File: config.mk
export PLATFORM = sky130hd
export DESIGN_NAME = imem_arb
export DESIGN_NICKNAME = d
export VERILOG_FILES = /design/src/rtl/imem_pkg.sv /design/src/rtl/imem_arb_starve.sv /design/src/rtl/imem_arb.sv
export SDC_FILE = /design/constraint.sdc
export NUM_CORES = 1
export LEC_CHECK = 0
export BUFFER_PORTS_ARGS = -buffer_cell sky130_fd_sc_hd__buf_4
export CAP_MARGIN = 20
export CORE_AREA = 2 2 95 97
export CTS_BUF_LIST = sky130_fd_sc_hd__clkbuf_8 sky130_fd_sc_hd__clkbuf_16
export DETAILED_ROUTE_END_ITERATION = 10
export DIE_AREA = 0 0 97 99
export GPL_TIMING_DRIVEN = 0
export PLACE_DENSITY = 0.55
export SKIP_LAST_GASP = 1
export SLEW_MARGIN = 25
export SYNTH_ARGS = -nofsm -noshare
export SYNTH_HDL_FRONTEND = slang
export SYNTH_SLANG_ARGS = --single-unit
File: constraint.sdc
create_clock -name clk -period 2.1 [get_ports clk]
set_clock_uncertainty 0.1 [all_clocks]
set_input_delay 0.42 -clock clk [delete_from_list [all_inputs] [get_ports clk]]
set_output_delay 0.42 -clock clk [all_outputs]
set_load 0.02 [all_outputs]
File: src/rtl/imem_pkg.sv
// Shared types and constants for the instruction-memory arbiter.
package imem_pkg;

  localparam int DEFAULT_ADDR_WIDTH = 10;
  localparam int IMEM_ADDR_WIDTH    = DEFAULT_ADDR_WIDTH - 2;
  localparam int IMEM_SIZE          = 1 << IMEM_ADDR_WIDTH;

  typedef enum logic [1:0] {
    ST_BOOT  = 2'd0,
    ST_RUN   = 2'd1,
    ST_DRAIN = 2'd2
  } arb_state_e;

  localparam logic OWNER_IF = 1'b0;
  localparam logic OWNER_LD = 1'b1;

  function automatic logic [3:0] sat_inc4(input logic [3:0] v);
    return (v == 4'hF) ? v : v + 4'd1;
  endfunction

endpackage

File: src/rtl/imem_arb_starve.sv
// Saturating count of consecutive cycles a pending loader request lost to fetch,
// and the resulting loader-wins decision.
module imem_arb_starve
  import imem_pkg::*;
#(
  parameter int STARVE_LIMIT = 4
) (
  input  logic clk,
  input  logic rst,
  input  logic run_i,
  input  logic if_req_i,
  input  logic ld_req_i,
  input  logic ld_gnt_i,
  output logic ld_wins_o
);

  logic [3:0] cnt_q, cnt_d;

  assign ld_wins_o = run_i && if_req_i && ld_req_i && (cnt_q >= 4'(STARVE_LIMIT));

  // Any cycle in which the loader is idle, granted, or the arbiter is not in RUN
  // breaks the losing streak.
  always_comb begin
    cnt_d = cnt_q;
    if (!run_i || !ld_req_i || ld_gnt_i) begin
      cnt_d = '0;
    end else if (if_req_i) begin
      cnt_d = sat_inc4(cnt_q);
    end
  end

  always_ff @(posedge clk) begin
    if (rst) begin
      cnt_q <= '0;
    end else begin
      cnt_q <= cnt_d;
    end
  end

endmodule

File: src/rtl/imem_arb.sv
// Instruction-memory port arbiter: loader-exclusive BOOT, fetch-priority RUN with a
// starvation bound for the loader, and a one-cycle DRAIN before re-entering BOOT.
module imem_arb
  import imem_pkg::*;
#(
  parameter int ADDR_WIDTH   = DEFAULT_ADDR_WIDTH,
  parameter int STARVE_LIMIT = 4
) (
  input  logic                  clk,
  input  logic                  rst,
  input  logic                  if_req,
  input  logic [31:0]           if_addr,
  output logic                  if_stall,
  output logic                  if_valid,
  output logic [31:0]           if_data,
  input  logic                  ld_req,
  input  logic                  ld_we,
  input  logic [31:0]           ld_addr,
  input  logic [31:0]           ld_wdata,
  output logic                  ld_gnt,
  output logic                  ld_rvalid,
  output logic [31:0]           ld_rdata,
  input  logic                  ld_done,
  input  logic                  ld_boot,
  output logic                  cpu_hold,
  output logic                  mem_en,
  output logic                  mem_we,
  output logic [ADDR_WIDTH-3:0] mem_addr,
  output logic [31:0]           mem_wdata,
  input  logic [31:0]           mem_rdata
);

  arb_state_e state_q, state_d;
  logic       rd_pend_q, rd_pend_d;
  logic       owner_q, owner_d;
  logic       if_grant, ld_grant;
  logic       ld_wins;

  imem_arb_starve #(
    .STARVE_LIMIT(STARVE_LIMIT)
  ) u_starve (
    .clk      (clk),
    .rst      (rst),
    .run_i    (state_q == ST_RUN),
    .if_req_i (if_req),
    .ld_req_i (ld_req),
    .ld_gnt_i (ld_grant),
    .ld_wins_o(ld_wins)
  );

  always_comb begin
    state_d  = state_q;
    if_grant = 1'b0;
    ld_grant = 1'b0;
    case (state_q)
      ST_BOOT: begin
        ld_grant = ld_req;
        if (ld_done) state_d = ST_RUN;
      end
      ST_RUN: begin
        if_grant = if_req && !ld_wins;
        ld_grant = ld_req && !if_grant;
        if (ld_boot) state_d = ST_DRAIN;
      end
      ST_DRAIN: state_d = ST_BOOT;
      default:  state_d = ST_BOOT;
    endcase
    // Keep the memory port quiet for the whole reset cycle.
    if (rst) begin
      if_grant = 1'b0;
      ld_grant = 1'b0;
    end
  end

  always_comb begin
    rd_pend_d = if_grant || (ld_grant && !ld_we);
    owner_d   = owner_q;
    if (rd_pend_d) owner_d = ld_grant ? OWNER_LD : OWNER_IF;
  end

  always_ff @(posedge clk) begin
    if (rst) begin
      state_q   <= ST_BOOT;
      rd_pend_q <= 1'b0;
      owner_q   <= OWNER_IF;
    end else begin
      state_q   <= state_d;
      rd_pend_q <= rd_pend_d;
      owner_q   <= owner_d;
    end
  end

  assign ld_gnt    = ld_grant;
  assign if_stall  = if_req && !if_grant;
  assign cpu_hold  = (state_q != ST_RUN);

  assign mem_en    = if_grant || ld_grant;
  assign mem_we    = ld_grant && ld_we;
  assign mem_addr  = ld_grant ? ld_addr[ADDR_WIDTH-1:2] : if_addr[ADDR_WIDTH-1:2];
  assign mem_wdata = ld_wdata;

  // Data returning while reset is asserted belongs to a cancelled read.
  assign if_valid  = rd_pend_q && (owner_q == OWNER_IF) && !rst;
  assign ld_rvalid = rd_pend_q && (owner_q == OWNER_LD) && !rst;
  assign if_data   = mem_rdata;
  assign ld_rdata  = mem_rdata;

  logic unused_addr_bits;
  assign unused_addr_bits = ^{if_addr[31:ADDR_WIDTH], if_addr[1:0],
                              ld_addr[31:ADDR_WIDTH], ld_addr[1:0]};

endmodule

==> results by group, run 1 <==
Timing
  • Final setup margin: around 0.015 ns
  • Endpoints failing hold: 0
  • Final setup fails: 0
  • Period utilization: a little under 100%
  • Setup Total Neg Slack: 0 ns
  • Slew Viols, Final: 0
  • FMAX: 479.5 MHz
  • Final min period: around 2.1 ns
  • RSZ-0062 raised after global routing: true

Floorplanning
  • Vert. Die Dim: between 90 and 100 µm
  • Die area: ~0.0096 mm²
  • Std cell rows: 34
  • IO Count: between 200 and 250
  • Die span in x: slightly below 100 µm
  • Initial Util: around 14%
  • Core Region: 0.008551 mm²

Placed design
  • Detailed Place HPWL: ~3.4 mm
  • Routability congestion estimate: 0.7204
  • Place WS: -0.1314 ns
  • Port Buf Inserts: around 130

Detailed routing
  • Post-route ant nets: 0
  • Drt pass-1 iters: 4
  • Drc violations: 0
  • Iteration-0 DRC Markers: 25
  • Via density per instance: approximately 3.4
  • Via count: 1,331
  • WL per Instance: a little under 10 µm
  • WL final: slightly below 4 mm

Run status
  • Status: complete, no violations

Synthesis
  • Most numerous cell in the Yosys netlist: buf_4
  • Sequential area share after synthesis: between 10% and 20%
  • Top FF cell, synth: dfxtp_1
  • Mean area per synthesized cell: between 8 and 9 µm²
  • Top cells by count, synth: buf_4 (96), dfxtp_1 (8), mux2_4 (8)
  • Top cells by area, synth: buf_4 (58%), dfxtp_1 (13%), mux2_4 (9.7%)
  • Area leader, netlist: buf_4
  • Synth top area share: about three fifths
  • Multiplexer area fraction after synthesis: a little over a tenth
  • Mapped Area: about 0.0012 mm²
  • Largest family of logic cells by synthesized area: buffers and inverters
  • Syn Nets: between 200 and 300
  • Post-Synth XOR/XNOR Area: 0%
  • Post-synthesis adder-cell area fraction: just over 1%
  • Unique cell type count in the Yosys netlist: 28
  • Ys Warns: 0
  • Post-synth ARST share: 0%
  • Simple-Gate Fraction of Synth Area: approximately 9%
  • EDFF count, synth: 0
  • Syn Inst Count: 148
  • #FFs+latches synth: 8
  • Synth Area in Compound Gates: ~6%

Critical path
  • Worst flop-to-flop path startpoint: u_starve.cnt_q[0]
  • CP max FO: 5
  • Critical path endpoint category: primary output
  • Required time worst endpoint: 1.58 ns
  • R2R setup slack: 0.74 ns
  • Crit path from: u_starve.cnt_q[2]
  • Critical path class: reg -> out
  • Arr. time, crit path: 1.57 ns
  • Startpoint types: flop

GRT
  • GR Overflow Total: 0
  • Antenna violations before repair: 0
  • Number of global-route vias before repair: around 1.2k
  • First-pass GRT wire length: about 5.6 mm
  • Tot GR Track Use: 7.236%
  • Largest net degree at the start of global routing: 7

CTS
  • Cts bufs inserted: 3
  • Clock Pin Slew Worst Setup and Hold Paths: 0.04 ns
  • CTS H-tree lvls: 1
  • Clock Latency Late Sink: about 0.23 ns
  • TritonCTS clock tree: yes
  • Cell at the root of the clock tree: clkbuf_8
  • Clk sinks: 8
  • Longest Clk Path Bufs: 2

Pwr
  • Max VDD drop: around 110 µV
  • Pleak: roughly 0.0014 µW
  • Post-layout power: 916.0 µW
  • Power density over the cells: around 370 mW/mm²

Final layout
  • Fillers: around 900
  • Register area: 162.7 µm²
  • Multi-input logic area: between 300 and 400 µm²
  • Area Overhead vs Synth: 100.0%
  • Fin util: slightly below 30%
  • Share of cells above drive strength 1: 87.85%
  • Antenna Diode Count: 0
  • Nets@finish: between 400 and 500

Flow run
  • Max-Cap Viols: 0

Worst hold path
  • Hold Crit Start: rst
  • HP Class: in -> reg
[logic make-up (layout without fill, tap and decap cells)]
kind of cell | count (synthesis) | count (layout)
simple gates | 18 | 18
mux | 9 | 9
buf+inv | 100 | 240
fa+ha+maj | 1 | 1
flops | 8 | 8
compound gates | 11 | 11
other cells | 1 | 1
[sequential cells by signal, summed over array words and instances (netlist names)]
signal          cells
u_starve.cnt_q      4
owner_q             1
rd_pend_q           1
state_q             2
[routing by layer]
layer  GRT usage, %  share of wire, %  vias to the layer above  routed length, µm
li1               -                 -                      664                  -
met1          7.210                33                      549               1273
met2          13.73                52                      115               2024
met3          3.546                15                        3                594
met4          1.300              0.49                        0                 19
met5              0                 0                        -                  0
[power breakdown]
part | switching (µW) | total (µW) | internal [µW]
Sequential | 4.47 | 163 | 159
Combinational | 246 | 565 | 319
Clock | 63.2 | 188 | 124
[repair_timing]
| action | in CTS | in global routing |
|---|---|---|
| pin swaps | 1 | 0 |
| endpoints found under the setup margin | 9 | 7 |
| cloned | 1 | 0 |
| hold buffers | 0 | 0 |
| buffers inserted | 3 | 0 |
| resized for setup | 7 | 1 |
[worst max-delay path: stages, from the launching register on]
cell and delay [ns]:
dfxtp_2 0.33, o311a_4 0.40, buf_8 0.15, mux2_4 0.29
buf_4 0.16
[cell usage in the layout (no fill, tap or decap), drive strengths merged]
master / n
buf: 234
mux2: 8
dfxtp: 8
o21ai: 3
inv: 3
a21oi: 3
clkbuf: 3
and3: 3
nand2: 2
and2: 2
nor3: 2
nor2: 2
o311a: 1
or2b: 1
a31oi: 1
o21a: 1
nor3b: 1
mux2i: 1
nand4: 1
and4b: 1
nand3b: 1
or3: 1
nand2b: 1
a21boi: 1
o221a: 1
ha: 1
conb: 1
[final timing paths]
check,to,cells after the start
setup reg to reg,u_starve.cnt_q[0],4
hold reg to reg,u_starve.cnt_q[1],2
hold / removal,state_q[0],2
setup / recovery,mem_addr[4],4
[per-stage QoR]
step	instance area [µm²]	hold slack [ns]	cells
final	2467	0.2980	396
after global placement	2367	0.3750	389
after global routing	2467	0.3020	396
after CTS	2464	0.2923	396
after detailed placement	2367	0.3755	389
after floorplan	1234	0.3576	148
[cell type report]
cell class | count | area share [%]
multi-input cells | 40 | 14.15
inverters | 3 | 0.4564
well taps | 108 | 5.477
repair buffers | 137 | 41.84
clock buffers | 3 | 1.673
plain buffers | 97 | 29.82
flip-flops and latches | 8 | 6.592
Power figures use the tool's default switching activity.
==> run 2: changes to the inputs <==
==> constraint.sdc (replaced) <==
create_clock -name clk -period 2.32 [get_ports clk]
set_clock_uncertainty 0.1 [all_clocks]
set_input_delay 0.464 -clock clk [delete_from_list [all_inputs] [get_ports clk]]
set_output_delay 0.464 -clock clk [all_outputs]
set_load 0.02 [all_outputs]
==> run 2 against run 1 <==
  * Worst setup slack improved by 0.10 ns
  * Clock power fell by 10%
  * Routed wire length down 3.4%
  * Register-to-register slack gained 0.22 ns
  * Largest power group unchanged
==> results by group, run 2 (same netlist as run 1, synthesis figures left out) <==
Floorplanning
  • Std cell rows: 34
  • Core Region: 0.008551 mm²
  • Die area: ~0.0096 mm²
  • Initial Util: 14.43%
  • IO Count: 246
  • Vert. Die Dim: between 90 and 100 µm
  • Die span in x: between 90 and 100 µm

Critical path
  • Critical path endpoint category: primary output
  • Critical Path Max Stage Delay: approximately 0.36 ns
  • CP max-delay cell: dfxtp_1
  • Required time worst endpoint: 1.76 ns
  • Arr. time, crit path: between 1.5 and 2 ns
  • Critical path class: reg -> out
  • Startpoint types: flop
  • Critical path, cell by cell: nor2_4 > o311a_1 > buf_6 > mux2_4 > buf_4
  • CP max FO: 10

Detailed routing
  • Via density per instance: 3.342
  • Iteration-0 DRC Markers: 7
  • Drt pass-1 iters: 4
  • Drc violations: 0
  • Post-route ant nets: 0
  • Via count: between 1k and 1.5k
  • WL per Instance: 9.640 µm
  • WL final: ~3.8 mm

CTS
  • Post-CTS setup buffers: 0
  • Clk sinks: 8
  • Cts bufs inserted: 3
  • # hold bufs at CTS: 0
  • TritonCTS clock tree: yes
  • Longest Clk Path Bufs: 2
  • CTS H-tree lvls: 1
  • Cell at the root of the clock tree: clkbuf_8
  • Clock Latency Late Sink: 0.23 ns
  • Clock Pin Slew Worst Setup and Hold Paths: around 0.040 ns

GRT
  • GR Overflow Total: 0
  • Antenna violations before repair: 0
  • Number of global-route vias before repair: about 1.2k
  • Tot GR Track Use: between 6 and 7%
  • Largest net degree at the start of global routing: 11
  • First-pass GRT wire length: ~5.4 mm

Run status
  • Status: complete, no violations

Placed design
  • Detailed Place HPWL: between 3 and 4 mm
  • Routability congestion estimate: around 0.7
  • Port Buf Inserts: about 130

Final layout
  • Fillers: 896
  • Share of cells above drive strength 1: 86.62%
  • Largest registers: u_starve.cnt_q (4), state_q (2)
  • Most frequent cells in the layout: buf_4 (229), mux2_4 (8), dfxtp_1 (8)
  • Largest register FFs: 4
  • Antenna Diode Count: 0
  • Nets@finish: 422
  • Top reg by flops: u_starve.cnt_q
  • Most common cell after layout, fill and taps aside: buf_4
  • Area Overhead vs Synth: 95.84%

Pwr
  • Power density over the cells: approximately 340 mW/mm²
  • Pleak: roughly 0.0014 µW
  • Post-layout power: 817.1 µW
  • Max VDD drop: slightly below 100 µV

Timing
  • Slew Viols, Final: 0
  • FMAX: ~450 MHz
  • Min Hold Slack: 0.3464 ns
  • Period utilization: between 90 and 100%
  • Final setup fails: 0
  • Endpoints failing hold: 0
  • RSZ-0062 raised after global routing: false
  • Final min period: between 2 and 2.5 ns

Flow run
  • Max-Cap Viols: 0

Worst hold path
  • HP Class: in -> reg
-- run 2: cell count changes in the layout (fill, tap and decap cells not counted), sizes merged --
cell | previous run | this run
buf | 234 | 230
-- run 2: metrics by stage --
stage               cells  setup TNS [ns]  utilization, %  worst slack (ns)  area [µm²]
CTS                   392               0           28.20           0.06444        2411
global placement      389        -0.09873           27.69          -0.01652        2367
detailed placement    389               0           27.69         0.0005971        2367
floorplan             148               0               -            0.3481        1234
finish                392               0           28.26            0.1189        2416
global route          392               0           28.26           0.02316        2416
-- run 2: worst max-delay path, delay by kind of cell, from the launching register on --
| kind | cells | cell delay (ns) |
|---|---|---|
| AND/OR/NAND/NOR | 1 | 0.18 |
| flip-flops | 1 | 0.36 |
| AO/OA/AOI/OAI | 1 | 0.20 |
| multiplexers | 1 | 0.31 |
| buffers and inverters | 2 | 0.35 |
-- run 2: area by class of cell --
cell class | instances | area (µm²) | share of cell area, %
clock buffer | 3 | 41.29 | 1.709
timing repair buffer | 133 | 998.5 | 41.33
buffer | 97 | 732.0 | 30.30
tap | 108 | 135.1 | 5.593
inverter | 3 | 11.26 | 0.4661
sequential | 8 | 160.2 | 6.629
multi-input combinational | 40 | 337.8 | 13.98
-- run 2: where the power goes --
part / switching (µW) / internal, µW / total, µW
sequential: 4.89 / 143 / 148
combinational: 219 / 280 / 499
clock: 56.8 / 113 / 169
total: 281 / 536 / 817
-- run 2: worst paths after layout --
path                                          end         startpoint  slack, ns  cells after the start
worst max-delay path                  mem_addr[4]         state_q[1]       0.12                      5
worst min-delay path                   state_q[0]                rst       0.35                      2
worst max register to register  u_starve.cnt_q[0]  u_starve.cnt_q[0]       0.96                      4
worst min register to register  u_starve.cnt_q[1]  u_starve.cnt_q[1]       0.38                      2
-- run 2: what timing repair did --
| item | in CTS | in global routing |
|---|---|---|
| endpoints found under the setup margin | 8 | 8 |
| resized for setup | 1 | 1 |
| cloned | 0 | 0 |
-- run 2: routing by layer --
metal | global-route usage (%) | share of wire, %
met5 | 0 | 0
met3 | 3.546 | 16
met1 | 6.613 | 31
met4 | 1.300 | 0.50
met2 | 13.46 | 52
